File: src/rtl/secuenciador_alu.sv
//------------------------------------------------------------------------------
// Module      : secuenciador_alu
// Description : Operand/opcode sequencer for an external combinational ALU.
//               Loads operand A, then operand B plus the operation code on
//               successive button presses, waits ESPERA cycles for the ALU to
//               settle, captures result and flags, and presents them until the
//               consumer acknowledges.
// Revision    : 1.0 - initial release
//------------------------------------------------------------------------------
`default_nettype none

module secuenciador_alu #(
    parameter int ANCHO  = 3,
    parameter int ESPERA = 1
) (
    input  logic             clk,
    input  logic             rst_n,
    input  logic [ANCHO:0]   dato,
    input  logic [3:0]       codigo,
    input  logic             cargar,
    input  logic             listo_ack,
    input  logic [ANCHO:0]   resultadoALU,
    input  logic [3:0]       banderasALU,
    output logic [ANCHO:0]   operandoA,
    output logic [ANCHO:0]   operandoB,
    output logic [3:0]       seleccion,
    output logic [ANCHO:0]   resultado,
    output logic [3:0]       banderas,
    output logic             valido,
    output logic             error,
    output logic [1:0]       estado
);

    localparam logic [1:0] ST_ESPERA_A  = 2'b00;
    localparam logic [1:0] ST_ESPERA_B  = 2'b01;
    localparam logic [1:0] ST_CALCULO   = 2'b10;
    localparam logic [1:0] ST_RESULTADO = 2'b11;

    // Counter preload: capture happens ESPERA edges after the B-load edge.
    localparam logic [3:0] C_CARGA_CONTADOR = 4'(ESPERA - 1);
    localparam logic [3:0] C_CODIGO_MAX     = 4'd9;
    localparam logic [3:0] C_BANDERAS_ERROR = 4'b0100;

    logic [1:0]     r_estado;
    logic           r_cargar_prev;
    logic [3:0]     r_contador;
    logic [ANCHO:0] r_operando_a;
    logic [ANCHO:0] r_operando_b;
    logic [3:0]     r_seleccion;
    logic [ANCHO:0] r_resultado;
    logic [3:0]     r_banderas;
    logic           r_valido;
    logic           r_error;

    logic           w_evento;
    logic           w_codigo_valido;

    // One load event per press: level high now, low on the previous edge.
    assign w_evento        = cargar & ~r_cargar_prev;
    assign w_codigo_valido = (r_seleccion <= C_CODIGO_MAX);

    // Previous button sample; reset to 1 so a press held through reset is ignored.
    always_ff @(posedge clk or negedge rst_n) begin
        if (!rst_n) begin
            r_cargar_prev <= 1'b1;
        end else begin
            r_cargar_prev <= cargar;
        end
    end

    // Sequencer FSM with operand, opcode and result registers.
    always_ff @(posedge clk or negedge rst_n) begin
        if (!rst_n) begin
            r_estado     <= ST_ESPERA_A;
            r_contador   <= 4'd0;
            r_operando_a <= '0;
            r_operando_b <= '0;
            r_seleccion  <= 4'd0;
            r_resultado  <= '0;
            r_banderas   <= 4'd0;
            r_valido     <= 1'b0;
            r_error      <= 1'b0;
        end else begin
            case (r_estado)
                ST_ESPERA_A: begin
                    if (w_evento) begin
                        r_operando_a <= dato;
                        r_estado     <= ST_ESPERA_B;
                    end
                end
                ST_ESPERA_B: begin
                    if (w_evento) begin
                        r_operando_b <= dato;
                        r_seleccion  <= codigo;
                        r_contador   <= C_CARGA_CONTADOR;
                        r_estado     <= ST_CALCULO;
                    end
                end
                ST_CALCULO: begin
                    if (r_contador == 4'd0) begin
                        // Invalid opcodes never trust the ALU outputs.
                        if (w_codigo_valido) begin
                            r_resultado <= resultadoALU;
                            r_banderas  <= banderasALU;
                            r_error     <= 1'b0;
                        end else begin
                            r_resultado <= '0;
                            r_banderas  <= C_BANDERAS_ERROR;
                            r_error     <= 1'b1;
                        end
                        r_valido <= 1'b1;
                        r_estado <= ST_RESULTADO;
                    end else begin
                        r_contador <= r_contador - 4'd1;
                    end
                end
                ST_RESULTADO: begin
                    // Ack wins over any simultaneous press; the press is dropped.
                    if (listo_ack) begin
                        r_valido <= 1'b0;
                        r_estado <= ST_ESPERA_A;
                    end
                end
                default: begin
                    r_estado <= ST_ESPERA_A;
                end
            endcase
        end
    end

    assign operandoA = r_operando_a;
    assign operandoB = r_operando_b;
    assign seleccion = r_seleccion;
    assign resultado = r_resultado;
    assign banderas  = r_banderas;
    assign valido    = r_valido;
    assign error     = r_error;
    assign estado    = r_estado;

endmodule

`default_nettype wire

File: config.mk
export PLATFORM = sky130hd
export DESIGN_NAME = secuenciador_alu
export DESIGN_NICKNAME = d
export VERILOG_FILES = /design/src/rtl/secuenciador_alu.sv
export SDC_FILE = /design/constraint.sdc
export NUM_CORES = 1
export LEC_CHECK = 0
export ABC_AREA = 1
export CAP_MARGIN = 30
export CELL_PAD_IN_SITES_DETAIL_PLACEMENT = 0
export CELL_PAD_IN_SITES_GLOBAL_PLACEMENT = 2
export CORE_MARGIN = 2
export CORE_UTILIZATION = 28
export DETAILED_ROUTE_END_ITERATION = 16
export GPL_ROUTABILITY_DRIVEN = 0
export GPL_TIMING_DRIVEN = 0
export HOLD_SLACK_MARGIN = 0.06
export PLACE_DENSITY_LB_ADDON = 0.1
export SYNTH_ARGS = -nofsm -noshare
export SYNTH_HDL_FRONTEND = slang
export SYNTH_SLANG_ARGS = --single-unit
File: constraint.sdc
create_clock -name clk -period 4.05 [get_ports clk]
set_clock_uncertainty 0.05 [all_clocks]
set_input_delay 1.215 -clock clk [delete_from_list [all_inputs] [get_ports clk]]
set_output_delay 1.215 -clock clk [all_outputs]
set_load 0.1 [all_outputs]
==> key figures <==
Route
  – Pre-antenna DRT Iters: 4
  – Top sig layer: met4
  – Vias per inst: 4.34
  – Post-Route WL: 3.02 mm
  – DRC violations left: 0
  – Via count: 1097
  – DRT met1 WL: roughly 1.4 mm
  – Routed WL per cell: 11.9 µm
  – DR WL met2: around 1.4 mm
  – Met3 WL: 194 µm
  – Post-DRT Antenna Nets: 0
  – Starting DRT DRC Count: 33

Flow run
  – Max-Cap Viols: 0

Critical path
  – Largest stage delay on the critical path: 1.16 ns
  – Critical Path Start Type: register
  – WP depth: 1
  – Worst-path cell chain: clkdlybuf4s50_1
  – Critical path class: reg2out
  – Family with the most delay on the worst path: buffers and inverters
  – CP Capture Point: estado[1]
  – Max FO, Critical Path: 5
  – RR Endpoint: r_contador[1]$_DFFE_PN0P_
  – Critical path origin: estado[1]$_DFFE_PN0P_
  – Worst EP required: 2.78 ns
  – Critical R2R Launch: estado[1]$_DFFE_PN0P_
  – CP endpoint kind: output port
  – Worst R2R Path Depth: 7
  – R2r setup slk: around 2.5 ns
  – WP buf/inv: 1
  – Critical path data arrival time: 1.87 ns
  – Critical Path Slowest Stage Cell: clkdlybuf4s50_1

Global route
  – Initial antenna violation count: 0
  – Number of global-route vias before repair: 1091
  – GRT Total Usage: 12.5%
  – Total congestion overflow: 0
  – Largest net degree at the start of global routing: 21
  – First-pass GRT wire length: roughly 5.0 mm

Floorplanning
  – Die W: roughly 73 µm
  – Row Count: 25
  – Area of the die: 0.00531 mm²
  – Initial core utilization: 28.5%
  – Placeable Area: 0.00466 mm²
  – Ports: 44
  – Die Span Y: 72.9 µm

Placed design
  – Placed cell areas: 0.00185 mm²
  – DP HPWL: approximately 2.3 mm
  – Pre-CTS WS: 1.21 ns
  – Port Buf Inserts: 43

Timing
  – Final Cycle Share: 77.3%
  – Final Setup Violations: 0
  – Final min period: about 3.1 ns
  – Max frequency: about 0.32 GHz
  – Setup TNS: 0 ns
  – Hold WS: 0.423 ns
  – Slew Viols, Final: 0
  – Worst slew pin tran: 0.998 ns
  – Fin. Hold Viols: 0
  – Slew headroom: 33.3%
  – RSZ-0062 raised after global routing: false
  – PnR worst setup slack: ~0.92 ns

Outcome
  – Status: complete, no violations

Clock network
  – Post-cts resize count: 0
  – Post-CTS setup buffers: 0
  – CTS sink cnt: 29
  – CTS Buf Count: 5
  – CTS Hold Bufs: 0
  – CTS clock-pin slew for the worst setup and hold paths: approximately 0.06 ns
  – H-tree lvl count: 2
  – CTS tree: built
  – Clock latency on the worst-skew pair: roughly 0.28 ns
  – Max Root-Sink Buffers: 2
  – Root buf cell: clkbuf_8

Logic synthesis
  – Sequential element share of the synthesized area: between 50% and 60%
  – Synthesis-stage register bit count: 29
  – Cells after Synth: 147
  – Synthesis Warnings: 0
  – Synth Area per Inst: 9.04 µm²
  – Yosys cell types: 20
  – Synthesized net count: approximately 170
  – Mapped Area: 0.00133 mm²

Final layout
  – Final instance area: between 0.0015 and 0.002 mm²
  – Layout cell share with drive strength beyond 1: between 10 and 15%
  – Fin nets: about 230
  – Most frequent cells in the layout: nand2_1, clkdlybuf4s50_1, dfrtp_1
  – Most common cell after layout, fill and taps aside: nand2_1
  – Antenna cells: 0
  – Area grow syn2layout: 47.2%
  – Fillers: 459

Hold path
  – Worst Hold Class: reg2reg
-- worst reg2reg max path: cells and delay by family (launching register included) --
family / cells / cell delay [ns]
flops: 1 / 0.43
compound gates: 1 / 0.08
buf+inv: 1 / 0.12
fa+ha+maj: 1 / 0.21
simple gates: 4 / 0.54
-- how the worst min path moves through the flow --
stage                               from                   endpoint  slack, ns  cells after the start
3_3_place_gp          valido$_DFFE_PN0P_         valido$_DFFE_PN0P_       0.41                      2
3_5_place_dp          valido$_DFFE_PN0P_         valido$_DFFE_PN0P_       0.42                      2
2_1_floorplan  r_contador[0]$_DFFE_PN0P_  r_contador[0]$_DFFE_PN0P_       0.41                      1
4_1_cts               valido$_DFFE_PN0P_         valido$_DFFE_PN0P_       0.43                      2
6_report              valido$_DFFE_PN0P_         valido$_DFFE_PN0P_       0.42                      2
5_1_grt        r_contador[0]$_DFFE_PN0P_  r_contador[0]$_DFFE_PN0P_       0.45                      1
-- kinds of logic (layout without fill, tap and decap cells) --
logic type / count (synthesis) / count (layout) / share of synthesized area [%]
AND/OR/NAND/NOR: 69 / 69 / 23.4
flip-flops: 29 / 29 / 54.7
buffers and inverters: 21 / 73 / 6.59
AO/OA/AOI/OAI: 20 / 20 / 8.00
adder cells (fa/ha/maj): 7 / 7 / 6.59
XOR/XNOR: 1 / 1 / 0.659
-- state kept, by name, indices dropped and copies added, names as in the netlist --
name	cells
banderas	4
operandoA	4
operandoB	4
r_contador	4
resultado	4
seleccion	4
estado	2
error	1
r_cargar_prev	1
valido	1
-- layout make-up --
type / count / area [µm²] / share of cell area (%)
clock buffers: 7 / 96.3 / 4.93
inverters: 19 / 71.3 / 3.65
multi-input cells: 97 / 514 / 26.3
clock inverters: 1 / 5.00 / 0.256
well taps: 54 / 67.6 / 3.45
flip-flops and latches: 29 / 727 / 37.2
plain buffers: 2 / 16.3 / 0.832
repair buffers: 44 / 458 / 23.4
-- synth_stat cells --
library cell	count	area share, %
nand4_1	2	0.94
dfstp_2	1	2.0
nand3_2	1	0.75
inv_2	1	0.28
o21ai_0	16	6.0
o21a_1	1	0.57
ha_1	7	6.6
xnor2_1	1	0.66
nor2_1	1	0.28
a21oi_2	1	0.66
nor2_4	1	0.85
nand4_4	1	1.6
buf_6	1	0.85
inv_1	18	5.1
nand2_1	53	15
buf_2	1	0.38
dfrtp_1	28	53
nand3_1	7	2.6
o21ai_1	2	0.75
or2_2	3	1.4
-- through the flow --
stage	instances	utilization [%]
2_1_floorplan	147	-
3_5_place_dp	245	39.8
6_report	253	42.0
4_1_cts	253	42.0
5_1_grt	253	42.0
3_3_place_gp	244	39.2
-- metal layers --
layer	global-route usage [%]	up-vias
met2	20.1	27
li1	-	562
met3	4.97	6
met5	0	-
met1	14.7	502
met4	5.56	0
Power is not shown: default switching activity piles up to over one toggle a cycle in this logic, so the estimate is an artifact.
==> edit: new RTL, same flow settings <==
Change the parameter `ANCHO` from 3 to 2.
--- a/src/rtl/secuenciador_alu.sv
+++ b/src/rtl/secuenciador_alu.sv
@@ -10,7 +10,7 @@
 `default_nettype none
 
 module secuenciador_alu #(
-    parameter int ANCHO  = 3,
+    parameter int ANCHO  = 2,
     parameter int ESPERA = 1
 ) (
     input  logic             clk,
Interface: changed (5 resized); port bits go from 44 to 39. No check against the original RTL was run, so the function may have changed too.
==> edit against the original RTL <==
Synthesized area down 6.2%; wire length fell by 9.6%; global-route usage decreased by 0.59 points; worst setup slack better by 0.0050 ns; sequential cell count decreased by 3; non-clock buffer count shrank 5; final area shrank 8.4%; via count fell by 6.9%; final cell count is 5.5% lower; critical endpoint is now estado[0]; largest cell class unchanged; highest routed layer unchanged.
Power is not shown: default switching activity piles up to over one toggle a cycle in this logic, so the estimate is an artifact.
==> edit: results (changes against the original RTL) <==
- Longest Clk Path Bufs: 2 (unchanged)
- Critical path peak fanout: 5 (unchanged)
- Largest net degree at the start of global routing: 17 (-19%)
- Met2 wire len: 1230 µm (-11%)
- CTS Buf Count: 3 (-2)
- Crit path max-delay cell type: clkdlybuf4s50_1
- Final hold vios: 0 (unchanged)
- Tightest Hold Check Type: flip-flop to flip-flop
- 1st-pass router iterations: 4 (unchanged)
- Reg clk slew, reported paths: 0.09 ns (+0.03 ns)
- CTS Root Cell: clkbuf_8
- Slew HR: 33.9% (+0.60 points)
- DR vias: 1021 (-6.9%)
- Met3 usage: 2.56% (-2.4 points)
- Dpl ws: 1.22 ns (+0.0126 ns)
- DRT iter0 DRCs: 20 (-39%)
- H-tree depth: 1 (-1)
- Final #Nets: 213 (-5.3%)
- Cell variety after synth: 23 (+15%)
- Setup TNS: 0 ns (unchanged)
- Layout Cells excl Fill: 239 (-5.5%)
- I/O Buffers: 38 (-12%)
- Sequential area share after synthesis: 52.3% (-2.4 points)
- Post-CTS setup buffer count: 0 (unchanged)
- Met2 Usage GRT: 19.6% (-0.47 points)
- Top routing layer used: met4
- Status: finished clean
- Syn nets: 169 (-2.9%)
- Fill count: 432 (-5.9%)
- Number of global-route vias before repair: 1077 (-1.3%)
- Worst-skew pair later-pin latency: 0.26 ns (-0.02 ns)
- Largest stage delay, worst path: 1.16 ns (about the same)
- Wl on met1: 1330 µm (-4.4%)
- Post-Syn Instances: 144 (-2.0%)
- Detail Placement HPWL: 2130 µm (-8.1%)
- Wire per inst: 11.4 µm (-4.3%)
- Placed Area: 1720 µm² (-7.3%)
- Met1 Use GR: 15.6% (+0.97 points)
- Hold Buf Count CTS: 0 (unchanged)
- Critical Path AT: 1.86 ns
- Share of cells above drive strength 1: 9.63% (-0.42 points)
- Ys async rst share: 100% (unchanged)
- Initial antenna violation count: 0 (unchanged)
- Wire length on met3: 155 µm (-20%)
- Synth cell count leaders: nand2_1 (60), dfrtp_1 (25), inv_1 (15)
- Synth top area cells: dfrtp_1 (50%), nand2_1 (18%), ha_1 (7.0%)
- Total GRT Usage: 11.9% (-0.59 points)
- First-pass GRT wire length: 4800 µm (-4.0%)
- Main synth FF type: dfrtp_1
[edit: cell count changes in the layout (fill, tap and decap cells not counted), moves of 2 or more]
cell | unedited run | this run
o21ai_0 | 16 | 3
nand2_1 | 53 | 60
clkdlybuf4s50_1 | 43 | 38
clkbuf_8 | 7 | 3
dfrtp_1 | 28 | 25
nand3_1 | 7 | 10
o21ai_1 | 2 | 4
inv_1 | 18 | 15
[edit: kinds of logic (layout without fill, tap and decap cells)]
kind of cell,Yosys count,after routing,share of synthesized area (%)
and+or+nand+nor,83,83,30.0
DFF,26,26,52.3
buffers and inverters,18,61,6.12
AOI/OAI and AO/OA,9,9,3.81
adders and majority gates,7,7,7.03
xor gates and xnor gates,1,1,0.703
[edit: path summary, 6_finish.rpt]
check	start	end	slack [ns]	cells after the start
hold reg to reg	seleccion[0]	seleccion[0]	0.43	2
hold / removal	seleccion[0]	seleccion[0]	0.43	2
max in group asynchronous	rst_n	seleccion[3]	2.19	2
setup / recovery	estado[0]	estado[0]	0.92	1
setup reg to reg	estado[0]	banderas[2]	2.60	7
min in group asynchronous	rst_n	operandoA[0]	1.28	1
[edit: final cells by class]
type	instances	share of cell area, %
Sequential cell	26	36.4
Clock inverter	1	1.68
Timing Repair Buffer	39	22.8
Tap cell	52	3.63
Clock buffer	3	2.31
Multi-Input combinational cell	100	28.9
Inverter	16	3.35
Buffer	2	0.908
[edit: tightest hold or removal path, cell delays in order, from the launching register on]
cell and delay [ns]:
dfrtp_1 0.35, nand2_1 0.05, nand2_1 0.05
[edit: through the flow]
stage / hold slack (ns) / util (%)
3_5_place_dp: 0.411 / 39.8
2_1_floorplan: 0.392 / -
4_1_cts: 0.433 / 41.4
6_report: 0.432 / 41.4
3_3_place_gp: 0.404 / 39.1
5_1_grt: 0.463 / 41.4
